==> src/rtl/z16_boot_loader_if.sv <==
// Byte-stream, restart and instruction-memory write signals between a
// stream source / memory (master) and the Z16 boot loader (slave).
interface z16_boot_loader_if;
    logic        i_rx_valid;
    logic [7:0]  i_rx_data;
    logic        o_rx_ready;
    logic        i_restart;
    logic        o_imem_we;
    logic [15:0] o_imem_addr;
    logic [15:0] o_imem_wdata;
    logic        o_cpu_rst;
    logic        o_busy;
    logic        o_done;
    logic        o_err;

    modport master (
        output i_rx_valid, i_rx_data, i_restart,
        input  o_rx_ready, o_imem_we, o_imem_addr, o_imem_wdata,
               o_cpu_rst, o_busy, o_done, o_err
    );

    modport slave (
        input  i_rx_valid, i_rx_data, i_restart,
        output o_rx_ready, o_imem_we, o_imem_addr, o_imem_wdata,
               o_cpu_rst, o_busy, o_done, o_err
    );
endinterface

==> src/rtl/z16_boot_loader.sv <==
// Length-prefixed byte stream loader: packs bytes into 16-bit words, writes them to
// instruction memory, and releases the CPU reset only after the XOR checksum matches.
module z16_boot_loader #(
    parameter int MAX_WORDS = 1024
) (
    input  logic               i_clk,
    input  logic               i_rst_n,
    z16_boot_loader_if.slave   bus
);
    typedef enum logic [2:0] {
        LEN_LO, LEN_HI, DATA_LO, DATA_HI, CSUM, DONE, ERR
    } state_t;

    localparam logic [16:0] MAX_LEN = 17'(MAX_WORDS);

    state_t      state_reg, state_next;
    logic [7:0]  len_lo_reg;
    logic [15:0] len_reg;
    logic [15:0] k_reg;
    logic [7:0]  low_reg;
    logic [7:0]  xor_reg;

    logic        rx_ready_reg;
    logic        imem_we_reg;
    logic [15:0] imem_addr_reg;
    logic [15:0] imem_wdata_reg;
    logic        cpu_rst_reg;
    logic        busy_reg;
    logic        done_reg;
    logic        err_reg;

    logic        accept;
    logic [15:0] len_full;

    assign accept   = bus.i_rx_valid && rx_ready_reg;
    assign len_full = {bus.i_rx_data, len_lo_reg};

    always_comb begin
        state_next = state_reg;
        case (state_reg)
            LEN_LO:  if (accept) state_next = LEN_HI;
            LEN_HI: begin
                if (accept) begin
                    if ({1'b0, len_full} > MAX_LEN) state_next = ERR;
                    else if (len_full == 16'd0)     state_next = CSUM;
                    else                            state_next = DATA_LO;
                end
            end
            DATA_LO: if (accept) state_next = DATA_HI;
            DATA_HI: begin
                if (accept) state_next = (k_reg + 16'd1 == len_reg) ? CSUM : DATA_LO;
            end
            CSUM: begin
                if (accept) state_next = (bus.i_rx_data == xor_reg) ? DONE : ERR;
            end
            DONE, ERR: if (bus.i_restart) state_next = LEN_LO;
            default: state_next = LEN_LO;
        endcase
    end

    // Status outputs are derived from the next state so they line up with the state register.
    always_ff @(posedge i_clk) begin
        if (!i_rst_n) begin
            state_reg      <= LEN_LO;
            len_lo_reg     <= 8'h00;
            len_reg        <= 16'h0000;
            k_reg          <= 16'h0000;
            low_reg        <= 8'h00;
            xor_reg        <= 8'h00;
            rx_ready_reg   <= 1'b0;
            imem_we_reg    <= 1'b0;
            imem_addr_reg  <= 16'h0000;
            imem_wdata_reg <= 16'h0000;
            cpu_rst_reg    <= 1'b1;
            busy_reg       <= 1'b0;
            done_reg       <= 1'b0;
            err_reg        <= 1'b0;
        end else begin
            state_reg    <= state_next;
            rx_ready_reg <= (state_next inside {LEN_LO, LEN_HI, DATA_LO, DATA_HI, CSUM});
            busy_reg     <= (state_next inside {LEN_HI, DATA_LO, DATA_HI, CSUM});
            done_reg     <= (state_next == DONE);
            err_reg      <= (state_next == ERR);
            cpu_rst_reg  <= (state_next != DONE);
            imem_we_reg  <= 1'b0;
            case (state_reg)
                LEN_LO: if (accept) len_lo_reg <= bus.i_rx_data;
                LEN_HI: begin
                    if (accept) begin
                        len_reg <= len_full;
                        k_reg   <= 16'h0000;
                        xor_reg <= 8'h00;
                    end
                end
                DATA_LO: begin
                    if (accept) begin
                        low_reg <= bus.i_rx_data;
                        xor_reg <= xor_reg ^ bus.i_rx_data;
                    end
                end
                DATA_HI: begin
                    if (accept) begin
                        xor_reg        <= xor_reg ^ bus.i_rx_data;
                        imem_we_reg    <= 1'b1;
                        imem_addr_reg  <= {k_reg[14:0], 1'b0};
                        imem_wdata_reg <= {bus.i_rx_data, low_reg};
                        k_reg          <= k_reg + 16'd1;
                    end
                end
                default: ;
            endcase
        end
    end

    assign bus.o_rx_ready   = rx_ready_reg;
    assign bus.o_imem_we    = imem_we_reg;
    assign bus.o_imem_addr  = imem_addr_reg;
    assign bus.o_imem_wdata = imem_wdata_reg;
    assign bus.o_cpu_rst    = cpu_rst_reg;
    assign bus.o_busy       = busy_reg;
    assign bus.o_done       = done_reg;
    assign bus.o_err        = err_reg;
endmodule

==> src/flat_wrapper.sv <==
// flat-port wrapper written by rule: the top's interface ports become plain ports
module z16_boot_loader_flat 
#(
    parameter int MAX_WORDS = 1024
)
  (i_clk, i_rst_n, bus_i_rx_valid, bus_i_rx_data, bus_i_restart, bus_o_rx_ready, bus_o_imem_we, bus_o_imem_addr, bus_o_imem_wdata, bus_o_cpu_rst, bus_o_busy, bus_o_done, bus_o_err);
  z16_boot_loader_if bus_i ();
  input  logic i_clk;
  input  logic i_rst_n;
  input wire logic [$bits(bus_i.i_rx_valid)-1:0] bus_i_rx_valid;
  input wire logic [$bits(bus_i.i_rx_data)-1:0] bus_i_rx_data;
  input wire logic [$bits(bus_i.i_restart)-1:0] bus_i_restart;
  output wire logic [$bits(bus_i.o_rx_ready)-1:0] bus_o_rx_ready;
  output wire logic [$bits(bus_i.o_imem_we)-1:0] bus_o_imem_we;
  output wire logic [$bits(bus_i.o_imem_addr)-1:0] bus_o_imem_addr;
  output wire logic [$bits(bus_i.o_imem_wdata)-1:0] bus_o_imem_wdata;
  output wire logic [$bits(bus_i.o_cpu_rst)-1:0] bus_o_cpu_rst;
  output wire logic [$bits(bus_i.o_busy)-1:0] bus_o_busy;
  output wire logic [$bits(bus_i.o_done)-1:0] bus_o_done;
  output wire logic [$bits(bus_i.o_err)-1:0] bus_o_err;
  assign bus_i.i_rx_valid = bus_i_rx_valid;
  assign bus_i.i_rx_data = bus_i_rx_data;
  assign bus_i.i_restart = bus_i_restart;
  assign bus_o_rx_ready = bus_i.o_rx_ready;
  assign bus_o_imem_we = bus_i.o_imem_we;
  assign bus_o_imem_addr = bus_i.o_imem_addr;
  assign bus_o_imem_wdata = bus_i.o_imem_wdata;
  assign bus_o_cpu_rst = bus_i.o_cpu_rst;
  assign bus_o_busy = bus_i.o_busy;
  assign bus_o_done = bus_i.o_done;
  assign bus_o_err = bus_i.o_err;
  z16_boot_loader #(.MAX_WORDS(MAX_WORDS)) u_core (.i_clk(i_clk), .i_rst_n(i_rst_n), .bus(bus_i));
endmodule
==> config.mk <==
export PLATFORM = sky130hd
export DESIGN_NAME = z16_boot_loader_flat
export DESIGN_NICKNAME = d
export VERILOG_FILES = /design/src/rtl/z16_boot_loader_if.sv /design/src/rtl/z16_boot_loader.sv /design/src/flat_wrapper.sv
export SDC_FILE = /design/constraint.sdc
export NUM_CORES = 1
export LEC_CHECK = 0
export CAP_MARGIN = 5
export CORE_ASPECT_RATIO = 1.75
export CORE_MARGIN = 2
export CORE_UTILIZATION = 40
export DETAILED_ROUTE_END_ITERATION = 7
export HOLD_SLACK_MARGIN = 0.12
export PLACE_DENSITY_LB_ADDON = 0.2
export SLEW_MARGIN = 30
export SYNTH_ARGS = -nofsm -noshare
export SYNTH_HDL_FRONTEND = slang
export SYNTH_SLANG_ARGS = --single-unit
==> constraint.sdc <==
create_clock -name i_clk -period 2.7 [get_ports i_clk]
set_input_delay 0.54 -clock i_clk [delete_from_list [all_inputs] [get_ports i_clk]]
set_output_delay 0.54 -clock i_clk [all_outputs]
set_load 0.02 [all_outputs]
Yosys cells after proc, flatten, opt, wreduce, memory -nomap -nowiden
Cells that the tools add are included.
{"block": "word_totals", "reg_bits": 96, "in_bits": 12, "output_inout_bits": 38, "wordCells": 70}
{"block": "classes", "add_sub_neg": 1, "order_cmp": 1, "n_eq_ne": 18, "mux": 18, "n_bitwise": 1, "reduce_logical": 17}
{"op": "16-bit 2-to-1 mux", "n": 2}
{"op": "16-bit one-hot mux with 2 select lines", "n": 1}
{"op": "3-bit 2-to-1 mux", "n": 9}
{"op": "3-bit equality test, second input constant", "n": 6}
{"op": "3-bit one-hot mux with 6 select lines", "n": 1}
{"op": "16-bit by 1-bit adder with 16-bit output, second input constant", "n": 1}
{"op": "16-bit equality test", "n": 1}
{"op": "16-bit by 11-bit greater-than comparator with 1-bit output, second input constant", "n": 1}
{"op": "16-bit logical NOT", "n": 1}
{"op": "8-bit 2-to-1 mux", "n": 2}
{"op": "8-bit one-hot mux with 2 select lines", "n": 1}
{"op": "3-bit by 2-bit equality test with 1-bit output, second input constant", "n": 4}
{"op": "2-bit AND reduction", "n": 5}
{"op": "8-bit equality test", "n": 1}
{"op": "8-bit bitwise XOR", "n": 1}
{"op": "3-bit by 1-bit equality test with 1-bit output, second input constant", "n": 2}
{"op": "3-bit logical NOT", "n": 2}
{"op": "2-bit by 1-bit inequality test with 1-bit output, second input constant", "n": 3}
{"op": "3-bit AND reduction", "n": 2}
{"op": "5-bit nonzero test", "n": 1}
{"op": "2-bit nonzero test", "n": 2}
{"op": "4-bit nonzero test", "n": 1}
{"op": "2-bit OR reduction", "n": 2}
{"op": "3-bit inequality test, second input constant", "n": 1}
{"op": "other kinds (3)", "n": 3}

Logic depth before layout (Yosys ltp)
{"block": "logic_depth", "depth_word": 7, "mapped_depth": 11, "mapped_depth_nobuf": 10}

Worst setup path after synthesis
OpenSTA, ideal clock, no wires.
{"block": "synth_path", "path_kind": "register to register", "startpoint": "reg u_core.k_reg[0]", "endpoint": "reg u_core.busy_reg, in the netlist u_core.bus.o_busy", "setup_time_ns": 0.115, "t_arrival_ns": 2.484, "required_ns": 2.585, "slack_ns": 0.101, "path_stages_with_launch": 12, "path_buffers": 1, "synth_period_minus_slack_ns": 2.599, "cell_sequence": "dfxtp_1 ha_1 nand3_2 buf_6 or4_1 or3_1 o21ai_2 nor3_1 and4_1 a21oi_2 xor2_1 and2_1"}
{"block": "synth_via", "elab_chain_len": 7, "elab_cells_between_ends": 10, "classes_between": "1 x add/sub; 5 x eq/ne; 3 x mux; 1 x reduce/logical"}
{"item": "from (decl)", "line": "z16_boot_loader.sv:19", "text": "logic [15:0] k_reg;"}
{"item": "from (signal assigned)", "line": "z16_boot_loader.sv:107", "text": "k_reg <= k_reg + 16'd1;"}
{"item": "16-bit by 1-bit adder with 16-bit output *", "line": "z16_boot_loader.sv:51", "text": "if (accept) state_next = (k_reg + 16'd1 == len_reg) ? CSUM : DATA_LO;"}
{"item": "16-bit equality test *", "line": "z16_boot_loader.sv:51"}
{"item": "3-bit 2-to-1 mux * (2 in series)", "line": "z16_boot_loader.sv:51"}
{"item": "3-bit one-hot mux with 6 select lines *", "line": "z16_boot_loader.sv:40", "text": "case (state_reg)"}
{"item": "3-bit by 1-bit equality test with 1-bit output, or another cell as far along", "line": "z16_boot_loader.sv:81", "text": "busy_reg <= (state_next inside {LEN_HI, DATA_LO, DATA_HI, CSUM});"}
{"item": "4-bit nonzero test *", "line": "z16_boot_loader.sv:81"}
{"item": "to (signal assigned)", "line": "z16_boot_loader.sv:81"}
{"item": "to (decl)", "line": "z16_boot_loader.sv:28", "text": "logic busy_reg;"}
Every way passes the cells marked *; elsewhere a longest branch is shown, timed or not.
A chain may end at the register's enable or synchronous reset.

Worst setup path after layout
{"block": "layout_path", "startpoint": "reg u_core.k_reg[1]", "endpoint": "reg u_core.busy_reg, in the netlist u_core.bus.o_busy"}
Same word-level chain as after synthesis.

==> results.txt <==
----------------------------------------------------
[Finish]
  Share of final-layout standard cells stronger than drive strength 1 ... 14.9%
  Final Core Density ... slightly above 50%
  Non-filler cells, final ... 780
  Post-Layout Inst Area ... 5860 um2
  Count of inserted antenna diode cells ... 0
  Layout area overhead ... 25.2%
  # nets final ... roughly 650

[Routing]
  DRT antenna net count ... 0
  First-iteration detailed-routing DRC count ... 234
  Wire per inst ... 16.7 um
  Vias after detailed routing ... 4221
  Number of DRC violations after detailed routing ... 3
  Via count normalized by instance count ... 5.41
  Total wire length ... 13000 um
  Number of detailed-route iterations in the first pass ... 6

[STA]
  Number of endpoints with negative hold slack in the final report ... 0
  Setup-violating endpoint count in the final report ... 0
  Portion of the clock cycle consumed by the worst path in the final layout ... 99.9%
  RSZ-0062 raised after global routing ... true
  Shortest period the worst path allows ... 2.70 ns
  Max Freq ... 371 MHz
  Total count of max-transition violations in the final report ... 0
  Worst clock skew on the final layout ... 0.00558 ns

[Clock network]
  TritonCTS buffer count ... 9
  Number of levels the H-tree was split into ... 3
  TritonCTS clock tree ... done
  Number of clock sinks seen by CTS ... 96
  Root Driver ... clkbuf_16
  Clock insertion delay at the later pin of the skew report ... between 0.3 and 0.4 ns
  Deepest clock path buffer count ... 2
  Register clock-pin slew on the reported worst setup and hold paths ... around 0.070 ns

[Global route]
  Total routing resource utilization after global routing ... 21.1%
  First-pass GRT wire length ... 20800 um
  Global route overflow ... 0
  Initial antenna violation count ... 0
  Largest net degree at the start of global routing ... 48
  Vias in the first global route ... between 4k and 5k

[Placement]
  Dpl cell area ... between 5000 and 6000 um2
  Final HPWL DP ... 9850 um
  Number of buffers inserted by port buffering ... 48
  Global placer's final weighted congestion ... 0.898
  Placed Cells ... roughly 760

[Worst setup path]
  Nature of the critical path endpoint ... flip-flop
  CP Data Arrival Time ... 2.93 ns
  Critical path peak fanout ... 4
  Data required time at the worst endpoint ... 2.94 ns
  CP Launch Type ... flip-flop
  Worst Setup Path Type ... flip-flop to flip-flop
  Cell depth of the worst flop-to-flop path ... 10
  Reg2Reg Setup Slack ... 0.003 ns
  Launch point of the worst reg-to-reg path ... u_core.k_reg[1]$_SDFFE_PN0P_
  R2r endpoint ... u_core.bus.o_busy$_SDFF_PN0_

[Synthesis]
  Main flop type after synthesis ... dfxtp_1
  Yosys Warn Count ... 0
  Count of distinct cell types in the synthesized netlist ... slightly below 60
  Post-synth ARST share ... 0%
  Post-Synthesis Cells ... between 500 and 600
  Post-synth EDFFs ... 0
  Post-Syn Area ... 4680 um2
  Synthesized flop and latch total ... 96
  Post-synthesis sequential area ratio ... 41.0%
  Avg Synthesized Cell Area ... roughly 8.2 um2
  Syn_nets ... 584

[Floorplanning]
  Area of the die ... 12600 um2
  Placeable Area ... 11500 um2
  Starting Density ... 40.7%
  Die Span Y ... 147 um
  Die width ... 85.8 um
  Floorplan row count ... 52
  Io pins ... 50

[Power and ir drop]
  Largest voltage drop on the vdd net ... 335 uV
  Total chip power ... approximately 2.9 mW
  Ratio of total power to cell area ... 499 nW/um2
  Leak pwr ... 2.02 nW

[Outcome]
  Violated checks ... design-rule violations
  Result of the run ... complete, but fails checks

[Min path]
  Hold Crit Depth ... 2
  Hold WC Path Type ... flip-flop to flip-flop
  Worst hold path endpoint ... u_core.bus.o_imem_wdata[0]$_SDFFE_PN0P_
  Hold path startpoint ... u_core.bus.o_imem_wdata[0]$_SDFFE_PN0P_

[Job]
  Number of violations of the max-capacitance limit ... 0

----------------------------------------------------
## placed cells by master (no fill, tap or decap), types with 2 or more instances in the layout
cell             instances
nor2b_1                 14
xnor2_1                 18
or3_1                    5
o31ai_1                  4
dfxtp_1                 92
xor2_1                   9
nand2_1                119
nand3b_1                 2
o2111ai_1                2
o22ai_1                  2
nand3_1                 20
nor3_1                   6
clkdlybuf4s50_1         43
dlymetal6s2s_1           4
o21ai_0                 45
buf_4                   54
and4_1                   2
or4_1                    2
nand2b_1                 9
dfxtp_2                  4
mux2i_1                  8
nor2_1                  24
o41ai_1                  4
nor4_1                   7
a21boi_0                62
nand4_1                  6
o211ai_1                 3
a21oi_1                  6
inv_1                   11
clkinv_2                 2
clkbuf_16                9
and2_1                   8
and3_1                   2
clkinvlp_4               2
## how the worst max path moves through the flow
stage,start,endpoint,slack [ns],depth (start not counted)
after floorplan,u_core.k_reg[0]$_SDFFE_PN0P_,u_core.bus.o_busy$_SDFF_PN0_,0.10,11
after global placement,bus_i_rx_data[2],u_core.bus.o_busy$_SDFF_PN0_,-0.18,10
after detailed placement,bus_i_rx_data[2],u_core.bus.o_busy$_SDFF_PN0_,-0.22,10
after CTS,u_core.k_reg[0]$_SDFFE_PN0P_,u_core.bus.o_busy$_SDFF_PN0_,0.07,10
after global routing,u_core.k_reg[1]$_SDFFE_PN0P_,u_core.bus.o_busy$_SDFF_PN0_,-0.07,10
final,u_core.k_reg[1]$_SDFFE_PN0P_,u_core.bus.o_busy$_SDFF_PN0_,0.003,10
## worst max-delay path: stages, from the launching register on
cell and delay [ns]:
dfxtp_2 0.36, ha_4 0.15, nand3_4 0.10, or4_4 0.61, mux2i_4 0.22, o311ai_2 0.13
nor4_1 0.28, nand4_1 0.20, a31oi_2 0.30, xor2_1 0.09, and2_1 0.16
## cell families (layout without fill, tap and decap cells)
family | after synthesis | in the layout | synth area share (%)
fa+ha+maj | 1 | 1 | 0.267
buf+inv | 56 | 130 | 6.04
flops | 96 | 96 | 41.0
simple gates | 239 | 239 | 24.4
other cells | 1 | 1 | 0.0801
compound gates | 141 | 141 | 20.8
mux | 10 | 10 | 2.24
xor+xnor | 27 | 27 | 5.05
## Yosys cell counts, drive strengths merged (8+ instances only)
cell type | number | area (um2)
nand2 | 119 | 447
dfxtp | 96 | 1920
a21boi | 63 | 473
o21ai | 46 | 234
clkbuf | 32 | 123
nor2 | 25 | 96.4
nand3 | 22 | 120
xnor2 | 18 | 158
nor2b | 15 | 96.3
buf | 13 | 119
inv | 11 | 41.3
and2 | 9 | 57.6
mux2i | 9 | 90.1
nand2b | 9 | 56.3
xor2 | 9 | 78.8
nor4 | 8 | 50.1
## metrics by stage
| step | hold WS [ns] | worst slack, ns | TNS (ns) |
|---|---|---|---|
| global route | 0.487 | -0.0726 | -0.0917 |
| finish | 0.461 | 0.00340 | 0 |
| detailed placement | 0.456 | -0.223 | -0.550 |
| global placement | 0.454 | -0.184 | -0.367 |
| floorplan | 0.440 | 0.101 | 0 |
| CTS | 0.466 | 0.0693 | 0 |
## where the power goes
group / switching, mW / internal, mW
combinational: 0.141 / 0.112
sequential: 0.0201 / 1.43
clock: 0.567 / 0.652
total: 0.728 / 2.20
## area by class of cell
class,instances,area [um2]
Clock inverter,6,42.5
Clock buffer,10,239
Inverter,11,41.3
Multi-Input combinational cell,419,2530
Fill cell,1095,5650
Sequential cell,96,1930
Tap cell,135,169
Timing Repair Buffer,103,911
## layer usage
metal / vias up / part of all wire (%) / GRT usage (%) / routed length [um]
met5: - / 0 / 0 / 0
met4: 0 / 4.3 / 11.0 / 562
met3: 34 / 3.4 / 3.20 / 443
met2: 102 / 54 / 39.5 / 7060
met1: 1996 / 38 / 22.0 / 4940
li1: 2089 / - / - / -
## repair_timing
action / CTS / global route
resized for setup: 0 / 18
hold buffers: 0 / 0
buffers inserted: 0 / 2
setup endpoints to repair: 0 / 3
Power figures use the tool's default switching activity.
